===== config.mk =====
export PLATFORM = sky130hd
export DESIGN_NAME = segmentation_ctrl
export DESIGN_NICKNAME = d
export VERILOG_FILES = /design/src/rtl/seg_pkg.sv /design/src/rtl/seg_skid_fifo.sv /design/src/rtl/segmentation_ctrl.sv
export SDC_FILE = /design/constraint.sdc
export NUM_CORES = 1
export LEC_CHECK = 0
export ABC_AREA = 1
export CAP_MARGIN = 0
export CORE_UTILIZATION = 45
export DETAILED_ROUTE_END_ITERATION = 12
export PLACE_DENSITY = 0.75
export SYNTH_ARGS = -nofsm -noshare
export SYNTH_HDL_FRONTEND = slang
export SYNTH_SLANG_ARGS = --single-unit

===== constraint.sdc =====
create_clock -name clk -period 11.9 [get_ports clk]
set_clock_uncertainty 0.2 [all_clocks]
set_input_delay 2.975 -clock clk [delete_from_list [all_inputs] [get_ports clk]]
set_output_delay 2.975 -clock clk [all_outputs]
set_load 0.05 [all_outputs]

===== src/rtl/seg_pkg.sv =====
`default_nettype none
// ============================================================================
// Module      : seg_pkg
// Description : Shared types and constants for the segmentation RAM sequencer.
// Revision    : 1.0 - initial release
// ============================================================================
package seg_pkg;

    localparam int DIM      = 8;
    localparam int WIDTH    = 8;
    localparam int DEPTH    = 8192;
    localparam int ADDR     = $clog2(DEPTH);
    localparam int BLK_ROWS = 8;
    localparam int ROW_BITS = $clog2(BLK_ROWS);
    localparam int CNT_W    = ADDR + 1;

    localparam logic MODE_READ = 1'b0;
    localparam logic MODE_LOAD = 1'b1;

    typedef logic [WIDTH-1:0] pixel_t;
    typedef pixel_t [DIM-1:0] lane_vec_t;

    typedef enum logic [1:0] {
        IDLE = 2'd0,
        LOAD = 2'd1,
        READ = 2'd2,
        DONE = 2'd3
    } seg_state_e;

    typedef struct packed {
        lane_vec_t data;
        logic      row_last;
        logic      job_last;
    } seg_entry_t;

    // Job length in addresses; one bit wider than ADDR so a full-RAM scan fits.
    function automatic logic [CNT_W-1:0] job_len(input logic [ADDR-3:0] nb);
        return CNT_W'(nb) * CNT_W'(BLK_ROWS);
    endfunction

endpackage
`default_nettype wire


===== src/rtl/seg_skid_fifo.sv =====
`default_nettype none
// ============================================================================
// Module      : seg_skid_fifo
// Description : Two-entry buffer absorbing RAM read data under back-pressure.
// Revision    : 1.0 - initial release
// ============================================================================
module seg_skid_fifo
    import seg_pkg::*;
(
    input  logic       clk,
    input  logic       rst,
    input  logic       i_push,
    input  logic       i_pop,
    input  seg_entry_t i_entry,
    output seg_entry_t o_head,
    output logic [1:0] o_count
);

    seg_entry_t r_mem [2];
    logic       r_rd_ptr;
    logic       r_wr_ptr;
    logic [1:0] r_count;

    always_ff @(posedge clk or posedge rst) begin
        if (rst) begin
            r_mem[0] <= '0;
            r_mem[1] <= '0;
            r_rd_ptr <= 1'b0;
            r_wr_ptr <= 1'b0;
            r_count  <= 2'd0;
        end else begin
            if (i_push) begin
                r_mem[r_wr_ptr] <= i_entry;
                r_wr_ptr        <= ~r_wr_ptr;
            end
            if (i_pop) begin
                r_rd_ptr <= ~r_rd_ptr;
            end
            case ({i_push, i_pop})
                2'b10:   r_count <= r_count + 2'd1;
                2'b01:   r_count <= r_count - 2'd1;
                default: r_count <= r_count;
            endcase
        end
    end

    assign o_head  = r_mem[r_rd_ptr];
    assign o_count = r_count;

endmodule
`default_nettype wire


===== src/rtl/segmentation_ctrl.sv =====
`default_nettype none
// ============================================================================
// Module      : segmentation_ctrl
// Description : LOAD/READ sequencer for the 8-lane segmentation block RAM.
// Revision    : 1.0 - initial release
// ============================================================================
module segmentation_ctrl
    import seg_pkg::*;
(
    input  logic              clk,
    input  logic              rst,
    input  logic              start,
    input  logic              mode,
    input  logic [ADDR-1:0]   base_addr,
    input  logic [ADDR-3:0]   num_blocks,
    output logic              busy,
    output logic              done,
    input  logic              in_valid,
    output logic              in_ready,
    input  lane_vec_t         in_data,
    output logic              out_valid,
    input  logic              out_ready,
    output lane_vec_t         out_data,
    output logic              out_row_last,
    output logic              out_job_last,
    output logic              mem_we,
    output logic [ADDR-1:0]   mem_addr,
    output lane_vec_t         mem_di,
    input  lane_vec_t         mem_dout
);

    seg_state_e       r_state;
    logic [ADDR-1:0]  r_base;
    logic [ADDR-1:0]  r_mem_addr;
    logic [CNT_W-1:0] r_len;
    logic [CNT_W-1:0] r_idx;
    logic             r_inflight;
    logic             r_tag_row;
    logic             r_tag_job;

    logic [ADDR-1:0]  w_addr;
    logic             w_more;
    logic             w_last_idx;
    logic             w_accept;
    logic             w_pop;
    logic             w_issue;
    logic [2:0]       w_level;
    logic [1:0]       w_count;
    seg_entry_t       w_head;
    seg_entry_t       w_push_entry;

    assign w_addr     = r_base + r_idx[ADDR-1:0];
    assign w_more     = r_idx < r_len;
    assign w_last_idx = r_idx == (r_len - CNT_W'(1));
    assign w_accept   = (r_state == LOAD) && w_more && in_valid;
    assign w_pop      = out_valid && out_ready;

    // Occupancy the buffer will hold once the outstanding read lands; a new
    // read is only launched if that still leaves room for it.
    assign w_level = {1'b0, w_count} + {2'b00, r_inflight} - {2'b00, w_pop};
    assign w_issue = (r_state == READ) && w_more && (w_level < 3'd2);

    assign busy     = (r_state != IDLE);
    assign done     = (r_state == DONE);
    assign in_ready = (r_state == LOAD) && w_more;
    assign mem_we   = w_accept;
    assign mem_di   = (r_state == LOAD) ? in_data : '0;
    assign mem_addr = ((r_state == LOAD) || w_issue) ? w_addr : r_mem_addr;

    assign out_valid    = (w_count != 2'd0);
    assign out_data     = out_valid ? w_head.data : '0;
    assign out_row_last = out_valid && w_head.row_last;
    assign out_job_last = out_valid && w_head.job_last;

    assign w_push_entry = '{data: mem_dout, row_last: r_tag_row, job_last: r_tag_job};

    seg_skid_fifo u_fifo (
        .clk     (clk),
        .rst     (rst),
        .i_push  (r_inflight),
        .i_pop   (w_pop),
        .i_entry (w_push_entry),
        .o_head  (w_head),
        .o_count (w_count)
    );

    always_ff @(posedge clk or posedge rst) begin
        if (rst) begin
            r_state    <= IDLE;
            r_base     <= '0;
            r_len      <= '0;
            r_idx      <= '0;
            r_mem_addr <= '0;
            r_inflight <= 1'b0;
            r_tag_row  <= 1'b0;
            r_tag_job  <= 1'b0;
        end else begin
            r_inflight <= w_issue;
            case (r_state)
                IDLE: begin
                    if (start) begin
                        r_base <= base_addr;
                        r_len  <= job_len(num_blocks);
                        r_idx  <= '0;
                        if (num_blocks == '0) begin
                            r_state <= DONE;
                        end else if (mode == MODE_LOAD) begin
                            r_state <= LOAD;
                        end else begin
                            r_state <= READ;
                        end
                    end
                end
                LOAD: begin
                    if (w_accept) begin
                        r_idx <= r_idx + CNT_W'(1);
                        if (w_last_idx) begin
                            r_state <= DONE;
                        end
                    end
                end
                READ: begin
                    if (w_issue) begin
                        r_idx      <= r_idx + CNT_W'(1);
                        r_mem_addr <= w_addr;
                        r_tag_row  <= (r_idx[ROW_BITS-1:0] == ROW_BITS'(BLK_ROWS - 1));
                        r_tag_job  <= w_last_idx;
                    end
                    if (w_pop && w_head.job_last) begin
                        r_state <= DONE;
                    end
                end
                DONE: begin
                    r_state <= IDLE;
                end
                default: begin
                    r_state <= IDLE;
                end
            endcase
        end
    end

endmodule
`default_nettype wire


; Yosys cells after proc, flatten, opt, wreduce, memory -nomap -nowiden
; Index checks and enable logic that the tools add are counted.
[classes]
n_addsub = 7
multipliers = 0
n_div = 0
magnitude_cmp = 5
eq_ne = 12
shift = 0
n_mux = 21
bitwise_logic = 4
reduce_logical = 20
[ops]
columns = op, n
row1 = 66-bit 2-to-1 mux, 4
row2 = 132-bit bitwise mux, 1
row3 = 64-bit 2-to-1 mux, 2
row4 = 66-bit demux with 1-bit select, 1
row5 = 14-bit 2-to-1 mux, 3
row6 = 14-bit case mux with 3 select lines, 1
row7 = "14-bit by 1-bit adder with 14-bit output, second input constant", 1
row8 = 14-bit equality test, 1
row9 = 14-bit < comparator, 1
row10 = "14-bit by 1-bit subtractor with 14-bit output, second input constant", 1
row11 = 13-bit adder, 1
row12 = 13-bit 2-to-1 mux, 1
row13 = 2-bit 2-to-1 mux, 6
row14 = 11-bit zero test, 1
row15 = 1-bit logical AND, 9
row16 = "2-bit != test, second input constant", 4
row17 = 2-bit case mux with 4 select lines, 1
row18 = 4-bit AND reduction, 2
row19 = "2-bit equality test, second input constant", 3
row20 = 2-bit nonzero test, 3
row21 = "2-bit by 1-bit equality test with 1-bit output, second input constant", 2
row22 = "2-bit >= comparator, second input constant", 2
row23 = 1-bit inverter with 2-bit output, 2
row24 = 2-bit case mux with 2 select lines, 1
row25 = other kinds (13), 15
[totals]
regBits = 192
latchBits = 0
ramBits = 0
rom_bits = 0
output_inout_bits = 148
memories = 0

; Depth between registers and ports, before layout
; Gate-level depths: netlist of run 1.
[depth]
depth_word = 7
depth_mapped = 15
mapped_depth_nobuf = 14

; Modules after synthesis
; Synthesis of run 1 repeated with hierarchy kept, for this count alone.
[hier_totals]
hier_cells = 1530
hier_area_um2 = 11091.9
[modules_own_cells]
columns = module, instances, cells_per_inst, area_per_inst_um2, seq_area_each_um2
row1 = seg_skid_fifo, 1, 726, 6017.0, 3403.3
row2 = segmentation_ctrl, 1, 804, 5074.9, 1401.3

; Worst setup path after synthesis of run 1
; No wires, ideal clock.
[synth_timing]
path_type = input -> output
start = input out_ready
end = output mem_addr[0]
arrival_time_ns = 5.924
path_slack_ns = 2.801
cell_stages = 11
n_path_buf = 0
cell_sequence = inv_1 > nor2_1 > ha_1 > or2_2 > fa_1 > nand3_2 > nor2_4 > nand4_4 > nand2_1 > inv_1 > o21ai_0
[synth_via]
elab_chain_cells = 6
[synth_lines]
columns = element, line
row1 = "start, declared", segmentation_ctrl.sv:22  ; input logic out_ready,
row2 = 1-bit logical AND, segmentation_ctrl.sv:56  ; assign w_pop = out_valid && out_ready;
row3 = via u_fifo.i_pop, seg_skid_fifo.sv:13  ; input logic i_pop,
row4 = 3-bit by 1-bit subtractor with 3-bit output, segmentation_ctrl.sv:60  ; assign w_level = {1'b0, w_count} + {2'b00, r_inflight} - {2'b00, w_pop};
row5 = 3-bit by 2-bit < comparator with 1-bit output, segmentation_ctrl.sv:61  ; assign w_issue = (r_state == READ) && w_more && (w_level < 3'd2);
row6 = 1-bit logical AND, segmentation_ctrl.sv:61
row7 = 1-bit logical OR, segmentation_ctrl.sv:68  ; assign mem_addr = ((r_state == LOAD) || w_issue) ? w_addr : r_mem_addr;
row8 = 13-bit 2-to-1 mux, segmentation_ctrl.sv:68
row9 = "end, declared", segmentation_ctrl.sv:27  ; output logic [ADDR-1:0] mem_addr,
; The timed path passes the listed nets, and every way through them passes these cells.

; Worst setup path after layout of run 1
; Same ends and word-level chain as after synthesis.

==> key figures, run 1 <==
Clock network
  • Clock Path Buffers: 2
  • Clk root buf: clkbuf_16
  • PostCTS Resize Cnt: 0
  • Post-CTS Setup Inserts: 0
  • CTS Buf Count: 17
  • Clock latency on the worst-skew pair: 0.43 ns
  • Hold buffer count at CTS: 0
  • H-tree levels: 4
  • CTS tree: done
  • Clock Sinks: 192
  • Reg clk slew, reported paths: 0.07 ns

Power and ir drop
  • Pint: 2.171 mW
  • P_leak: 7.179 nW
  • Reg power frac: 0.247
  • Clock share of power: 0.124
  • PwrDens: 322.4 nW/µm²
  • Switching power share of the total: 0.5280
  • Worst vdd ir: 0.1981 mV
  • Logic pwr share: 0.629
  • P_sw: 2.428 mW
  • Tot Pwr: 4.598 mW

Cells and area
  • Area of the multi-input gates: 4672 µm²
  • Most frequent cells in the layout: nand2_1, clkdlybuf4s50_1, dfrtp_1
  • Commonest non-fill, non-tap cell in the layout: nand2_1
  • N_diodes: 0
  • P&R area growth vs syn: 36.42%
  • Fraction of layout cells with a size suffix above 1: 0.04688
  • Fill count: 1969
  • Final Instance Area: 14260 µm²
  • Final net count: 1844
  • Sequential cell area: 4806 µm²

STA
  • Final setup violation count: 0
  • RSZ-0062 raised after global routing: no
  • Hold WS: 0.2832 ns
  • Fin crit share: 0.8599
  • Fin. Hold Viols: 0
  • Worst slew margin: 0.1959
  • Min Tclk post-route: 10.23 ns
  • Tightest Pin Transition: 1.206 ns
  • Setup TNS: 0 ns
  • Count of pins over their slew limit: 0
  • Maximum clock rate: 0.09773 GHz

Worst setup path
  • Top delay family on crit path: buffers and inverters
  • CP Max Fanout: 21
  • Stages on the worst setup path: 13
  • CP arrival: 7.06 ns
  • Endpoint class of the critical path: output port
  • Critical path type: input port to output port
  • Slowest CP cell: clkdlybuf4s50_1
  • Cell Chain, Critical Path: clkdlybuf4s50_1 -> inv_1 -> nor2_1 -> ha_1 -> or2_2 -> fa_1 -> nand3_2 -> nor2_4 -> nand4_4 -> nand2_1 -> inv_1 -> o21ai_0 -> clkdlybuf4s50_1
  • CP Launch Type: input port
  • Worst Path Buf+Inv: 4
  • Reg2Reg Depth: 14
  • CP required: 8.73 ns
  • Slowest Stage Delay on Critical Path: 0.83 ns

Floorplan
  • Core area: 22710 µm²
  • IO Pins: 306
  • Chip height: 154.4 µm
  • Initial Utilization: 0.4604
  • Die X: 154.4 µm
  • Rows: 55
  • Die Area: 23850 µm²

Logic synthesis
  • Post-Syn Area: 10460 µm²
  • #FFs+latches synth: 192
  • YS warnings: 0
  • Number of synthesized flops with an enable pin: 0
  • Synth cell types: 41
  • Asr flop ratio synth: 1.000
  • Syn Inst Count: 1388
  • Synth Area per Inst: 7.532 µm²
  • Sequential fraction of the synthesis area: 0.4596
  • Syn_nets: 1581
  • Most used flip-flop cell after synthesis: dfrtp_1

Detailed routing
  • Detailed Route Iter0 Violations: 885
  • Final wirelength: 28380 µm
  • Vias per cell: 4.959
  • Vias: 9666
  • Residual DRC count: 0
  • Drt first pass iters: 5
  • Wl on met1: 13120 µm
  • DR WL/cell: 14.56 µm
  • Routed met3 length: 1219 µm
  • Met2 Routed Length: 13590 µm
  • Highest metal used: met5
  • Final ANT Viol Nets: 0

Global route
  • GRT overflow: 0
  • First-pass GRT wire length: 46710 µm
  • Largest net degree at the start of global routing: 116
  • Total track usage: 0.2412
  • Initial antenna violation count: 1
  • Number of global-route vias before repair: 9314

Min path
  • Hold Path Depth: 2
  • Hold Crit Class: flip-flop to flip-flop

Placement
  • Post-DP HPWL: 19510 µm
  • # port buffers: 305
  • Placer Congestion: 0.8622
  • Post-DP Area: 13660 µm²

Outcome
  • Run status: finished, final reports clean

Job
  • Max_cap viols: 0
[state kept, by name, indices dropped and copies added, names as in the netlist]
register / count
r_len: 11
u_fifo.o_count: 2
u_fifo.r_wr_ptr: 1
r_mem_addr: 13
r_idx: 14
u_fifo.r_mem: 132
r_tag_job: 1
r_inflight: 1
u_fifo.r_rd_ptr: 1
r_state: 2
r_tag_row: 1
r_base: 13
[routing by layer]
metal,global-route usage,up-vias
li1,-,4867
met1,0.3315,4519
met2,0.3922,245
met3,0.04203,33
met4,0.06742,2
met5,0,-
[tightest hold or removal path, cell delays in order (launching register included)]
cell and delay (ns):
dfrtp_1 0.34, nand2_1 0.05, o21ai_0 0.06
[per-stage QoR]
step                utilization  setup WS (ns)  std cells
floorplan                     -          2.801       1388
global placement         0.6017          1.773       1917
detailed placement       0.6017          1.641       1917
CTS                      0.6280          1.605       1949
global route             0.6280          1.372       1949
finish                   0.6280          1.667       1949
[synth_stat cells (3+ instances only)]
library cell    n  share of area
nand2_2         3         0.0018
xor2_1         23          0.019
buf_1           4         0.0014
ha_1           33          0.039
o21ai_1        14         0.0067
nand3_2         3         0.0029
nor4_1          5         0.0030
nand2_1       459           0.16
nor2_4          3         0.0032
or2_2           5         0.0030
nor2_1         56          0.020
buf_2          12         0.0057
xnor2_1         7         0.0059
clkbuf_1       49          0.018
dfrtp_1       192           0.46
nand3_1        27          0.013
mux2_2         12          0.013
nor3_1          7         0.0034
a21oi_1        95          0.045
inv_1         188          0.067
o21ai_0       168          0.080
[logic make-up after synthesis]
group | Yosys count | synth area share
AOI/OAI and AO/OA | 285 | 0.1400
xor gates and xnor gates | 31 | 0.02729
adders and majority gates | 35 | 0.04332
buffers and inverters | 258 | 0.09550
DFF | 192 | 0.4596
muxes | 12 | 0.01292
and+or+nand+nor | 575 | 0.2214
[path summary, 6_finish.rpt]
check                              endpoint  slack (ns)               from
setup reg to reg                   r_idx[6]        7.72  u_fifo.o_count[0]
min in group asynchronous  u_fifo.r_mem[71]        2.86                rst
hold / removal              u_fifo.r_mem[0]        0.28    u_fifo.r_mem[0]
setup / recovery                mem_addr[0]        1.67          out_ready
hold reg to reg             u_fifo.r_mem[0]        0.28    u_fifo.r_mem[0]
max in group asynchronous   u_fifo.r_rd_ptr        7.08                rst
[power groups by stage]
stage	Combinational (mW)	Sequential, mW	Clock (mW)
floorplan	2.03	1.10	0
global placement	2.86	1.13	0
global route	3.11	1.17	0.612
finish	2.89	1.14	0.571
CTS	2.91	1.13	0.584
detailed placement	2.89	1.15	0
[layout make-up]
cell class / instances / share of cell area
inverters: 190 / 0.05071
clock buffers: 18 / 0.03009
clock inverters: 14 / 0.01193
repair buffers: 312 / 0.2177
well taps: 285 / 0.02500
multi-input cells: 938 / 0.3276
flip-flops and latches: 192 / 0.3370
Note: power is estimated with default switching activity, not from simulation.
==> run 2: changes to the inputs <==
--- a/config.mk
+++ b/config.mk
@@ -7,9 +7,11 @@
 export LEC_CHECK = 0
 export ABC_AREA = 1
 export CAP_MARGIN = 0
-export CORE_UTILIZATION = 45
+export CORE_UTILIZATION = 40
 export DETAILED_ROUTE_END_ITERATION = 12
-export PLACE_DENSITY = 0.75
+export GPL_TIMING_DRIVEN = 0
+export PLACE_DENSITY = 0.67
+export SKIP_CTS_REPAIR_TIMING = 1
 export SYNTH_ARGS = -nofsm -noshare
 export SYNTH_HDL_FRONTEND = slang
 export SYNTH_SLANG_ARGS = --single-unit
==> key figures, run 2 (synthesized netlist as in run 1, its figures left out) <==
Clock network
  • Clock latency on the worst-skew pair: 0.44 ns (about the same)
  • Clock Sinks: 192 (unchanged)
  • CTS tree: done
  • Clock Path Buffers: 2 (unchanged)
  • Clk root buf: clkbuf_16
  • CTS Buf Count: 17 (unchanged)
  • H-tree levels: 4 (unchanged)
  • Reg clk slew, reported paths: 0.09 ns (+0.02 ns)

Detailed routing
  • DR WL/cell: 15.46 µm (+6.2%)
  • Drt first pass iters: 5 (unchanged)
  • Final ANT Viol Nets: 0 (unchanged)
  • Vias: 9997 (+3.4%)
  • Vias per cell: 4.862 (-2.0%)
  • Final wirelength: 31780 µm (+12%)
  • Residual DRC count: 0 (unchanged)
  • Detailed Route Iter0 Violations: 747 (-16%)

Floorplan
  • Die Area: 26790 µm² (+12%)
  • Initial Utilization: 0.4116 (-0.04876)
  • Chip height: 163.7 µm (+6.0%)
  • Rows: 58 (+5.5%)
  • Die X: 163.7 µm (+6.0%)
  • Core area: 25400 µm² (+12%)
  • IO Pins: 306 (unchanged)

Worst setup path
  • CP required: 8.73 ns (about the same)
  • R2r endpoint: r_idx[0]
  • Reg2reg setup slack: 8.44 ns (+0.72 ns)
  • CP arrival: 6.84 ns (-0.22 ns)
  • Reg2Reg Depth: 13 (-1)
  • Critical path type: input port to output port
  • CP Launch Type: input port
  • CP Max Fanout: 10 (-52%)
  • Reg2reg start: u_fifo.o_count[0]
  • Endpoint class of the critical path: output port

Cells and area
  • Sequential cell area: 4805 µm² (about the same)
  • Largest regs: u_fifo.r_mem (132), r_idx (14)
  • Most frequent cells in the layout: nand2_1, clkdlybuf4s50_1, dfrtp_1
  • N_diodes: 0 (unchanged)
  • Largest reg by FF count: u_fifo.r_mem
  • Final net count: 1906 (+3.4%)
  • Fill count: 2427 (+23%)
  • Fraction of layout cells with a size suffix above 1: 0.04809 (+0.001213)
  • Layout Utilization: 0.5740 (-0.05405)
  • Commonest non-fill, non-tap cell in the layout: nand2_1
  • Largest register FFs: 132 (unchanged)
  • P&R area growth vs syn: 39.44%
  • Area of the multi-input gates: 4652 µm² (-0.43%)

Power and ir drop
  • PwrDens: 322.8 nW/µm² (+0.12%)
  • Worst vdd ir: 0.2308 mV (+17%)
  • P_leak: 7.288 nW (+1.5%)

Placement
  • # port buffers: 305 (unchanged)
  • Post-DP HPWL: 23910 µm (+23%)
  • Worst slack, placed: 1.859 ns (+0.2183 ns)
  • Placer Congestion: 0.8768 (+1.7%)

Global route
  • Number of global-route vias before repair: 9649 (+3.6%)
  • First-pass GRT wire length: 49870 µm (+6.8%)
  • Initial antenna violation count: 1 (unchanged)
  • Total track usage: 0.2370 (-0.004252)
  • GRT overflow: 0 (unchanged)
  • Largest net degree at the start of global routing: 113 (-2.6%)

Min path
  • Hold_sp: u_fifo.r_mem[52]
  • Hold Path Depth: 2 (unchanged)
  • Hold Crit Class: flip-flop to flip-flop
  • Hold Path Sink: u_fifo.r_mem[52]

STA
  • Setup TNS: 0 ns (unchanged)
  • Min Tclk post-route: 10.02 ns (-0.2146 ns)
  • Maximum clock rate: 0.09982 GHz (+2.1%)
  • Final setup violation count: 0 (unchanged)
  • Worst slew margin: 0.6060 (+0.4101)
  • RSZ-0062 raised after global routing: no
  • Setup ws final: 1.882 ns (+0.2146 ns)
  • Tightest Pin Transition: 0.5892 ns (-0.6170 ns)
  • Hold WS: 0.2877 ns (+0.004486 ns)
  • Count of pins over their slew limit: 0 (unchanged)
  • Fin crit share: 0.8419 (-0.01803)
  • Fin. Hold Viols: 0 (unchanged)

Outcome
  • Run status: finished, final reports clean

Job
  • Max_cap viols: 0 (unchanged)
-- run 2: cell count changes in the layout (fill, tap and decap cells not counted), moves of 2 or more --
cell	previous run	this run
clkbuf_1	1	49
buf_2	0	12
buf_4	7	1
buf_1	0	4
clkinvlp_4	2	0
inv_12	1	3
inv_8	3	5
-- run 2: final cells by class --
type                    instances  area share
repair buffers                306      0.2113
inverters                     190     0.04961
well taps                     330     0.02832
flip-flops and latches        192      0.3296
clock buffers                  17     0.02918
plain buffers                  68     0.01940
multi-input cells             938      0.3191
clock inverters                15     0.01356
-- run 2: through the flow --
stage | total power [mW] | instances | area, µm²
2_1_floorplan | 3.131 | 1388 | 10460
3_3_place_gp | 4.082 | 2023 | 13920
3_5_place_dp | 4.119 | 2024 | 13960
4_1_cts | 4.731 | 2056 | 14580
5_1_grt | 5.010 | 2056 | 14580
6_report | 4.706 | 2056 | 14580
-- run 2: report_power, final --
| part | total (mW) | internal (mW) | leakage (nW) | switching (mW) |
|---|---|---|---|---|
| logic | 2.98 | 0.954 | 4.68 | 2.02 |
| clock network | 0.595 | 0.292 | 0.303 | 0.303 |
| registers | 1.14 | 0.960 | 2.31 | 0.175 |
| total | 4.71 | 2.21 | 7.29 | 2.50 |
-- run 2: how the worst max path moves through the flow --
| stage | slack, ns | to | cells after the start | startpoint |
|---|---|---|---|---|
| 6_report | 1.88 | mem_addr[12] | 14 | out_ready |
| 5_1_grt | 1.70 | mem_addr[12] | 14 | out_ready |
| 4_1_cts | 1.86 | mem_addr[12] | 14 | out_ready |
| 3_5_place_dp | 1.86 | mem_addr[12] | 14 | out_ready |
| 3_3_place_gp | 0.78 | u_fifo.r_mem[43] | 2 | rst |
| 2_1_floorplan | 2.80 | mem_addr[0] | 11 | out_ready |
-- run 2: worst max-delay path: stages --
cell,delay (ns)
clkdlybuf4s50_1,0.53
inv_1,0.06
nor2_1,0.27
ha_1,0.29
or2_2,0.30
fa_1,0.50
nand3_2,0.10
nor2_4,0.13
nand4_4,0.23
nand2_1,0.18
buf_2,0.22
nand2_1,0.07
o21ai_0,0.13
clkdlybuf4s50_1,0.86
-- run 2: routing by layer --
layer	GRT usage	up-vias	part of all wire
met5	0	-	0.00038
met4	0.03451	2	0.0047
met1	0.3308	4721	0.46
li1	-	5005	-
met3	0.03758	14	0.048
met2	0.3939	255	0.49
==> run 3: changes to the inputs <==
==> constraint.sdc (replaced) <==
create_clock -name clk -period 9.8 [get_ports clk]
set_clock_uncertainty 0.2 [all_clocks]
set_input_delay 2.45 -clock clk [delete_from_list [all_inputs] [get_ports clk]]
set_output_delay 2.45 -clock clk [all_outputs]
set_load 0.05 [all_outputs]
==> results of run 3 <==
Same layout as run 2 (identical final DEF). Status: finished, final reports clean.
Among the figures that moved: setup slack after placement 1.859 ns -> 0.8095 ns; setup slack after layout 1.882 ns -> 0.8318 ns; register-to-register setup slack 8.44 ns -> 6.34 ns; total power 4.706 mW -> 5.715 mW; worst IR drop on VDD 0.2308 mV -> 0.2802 mV
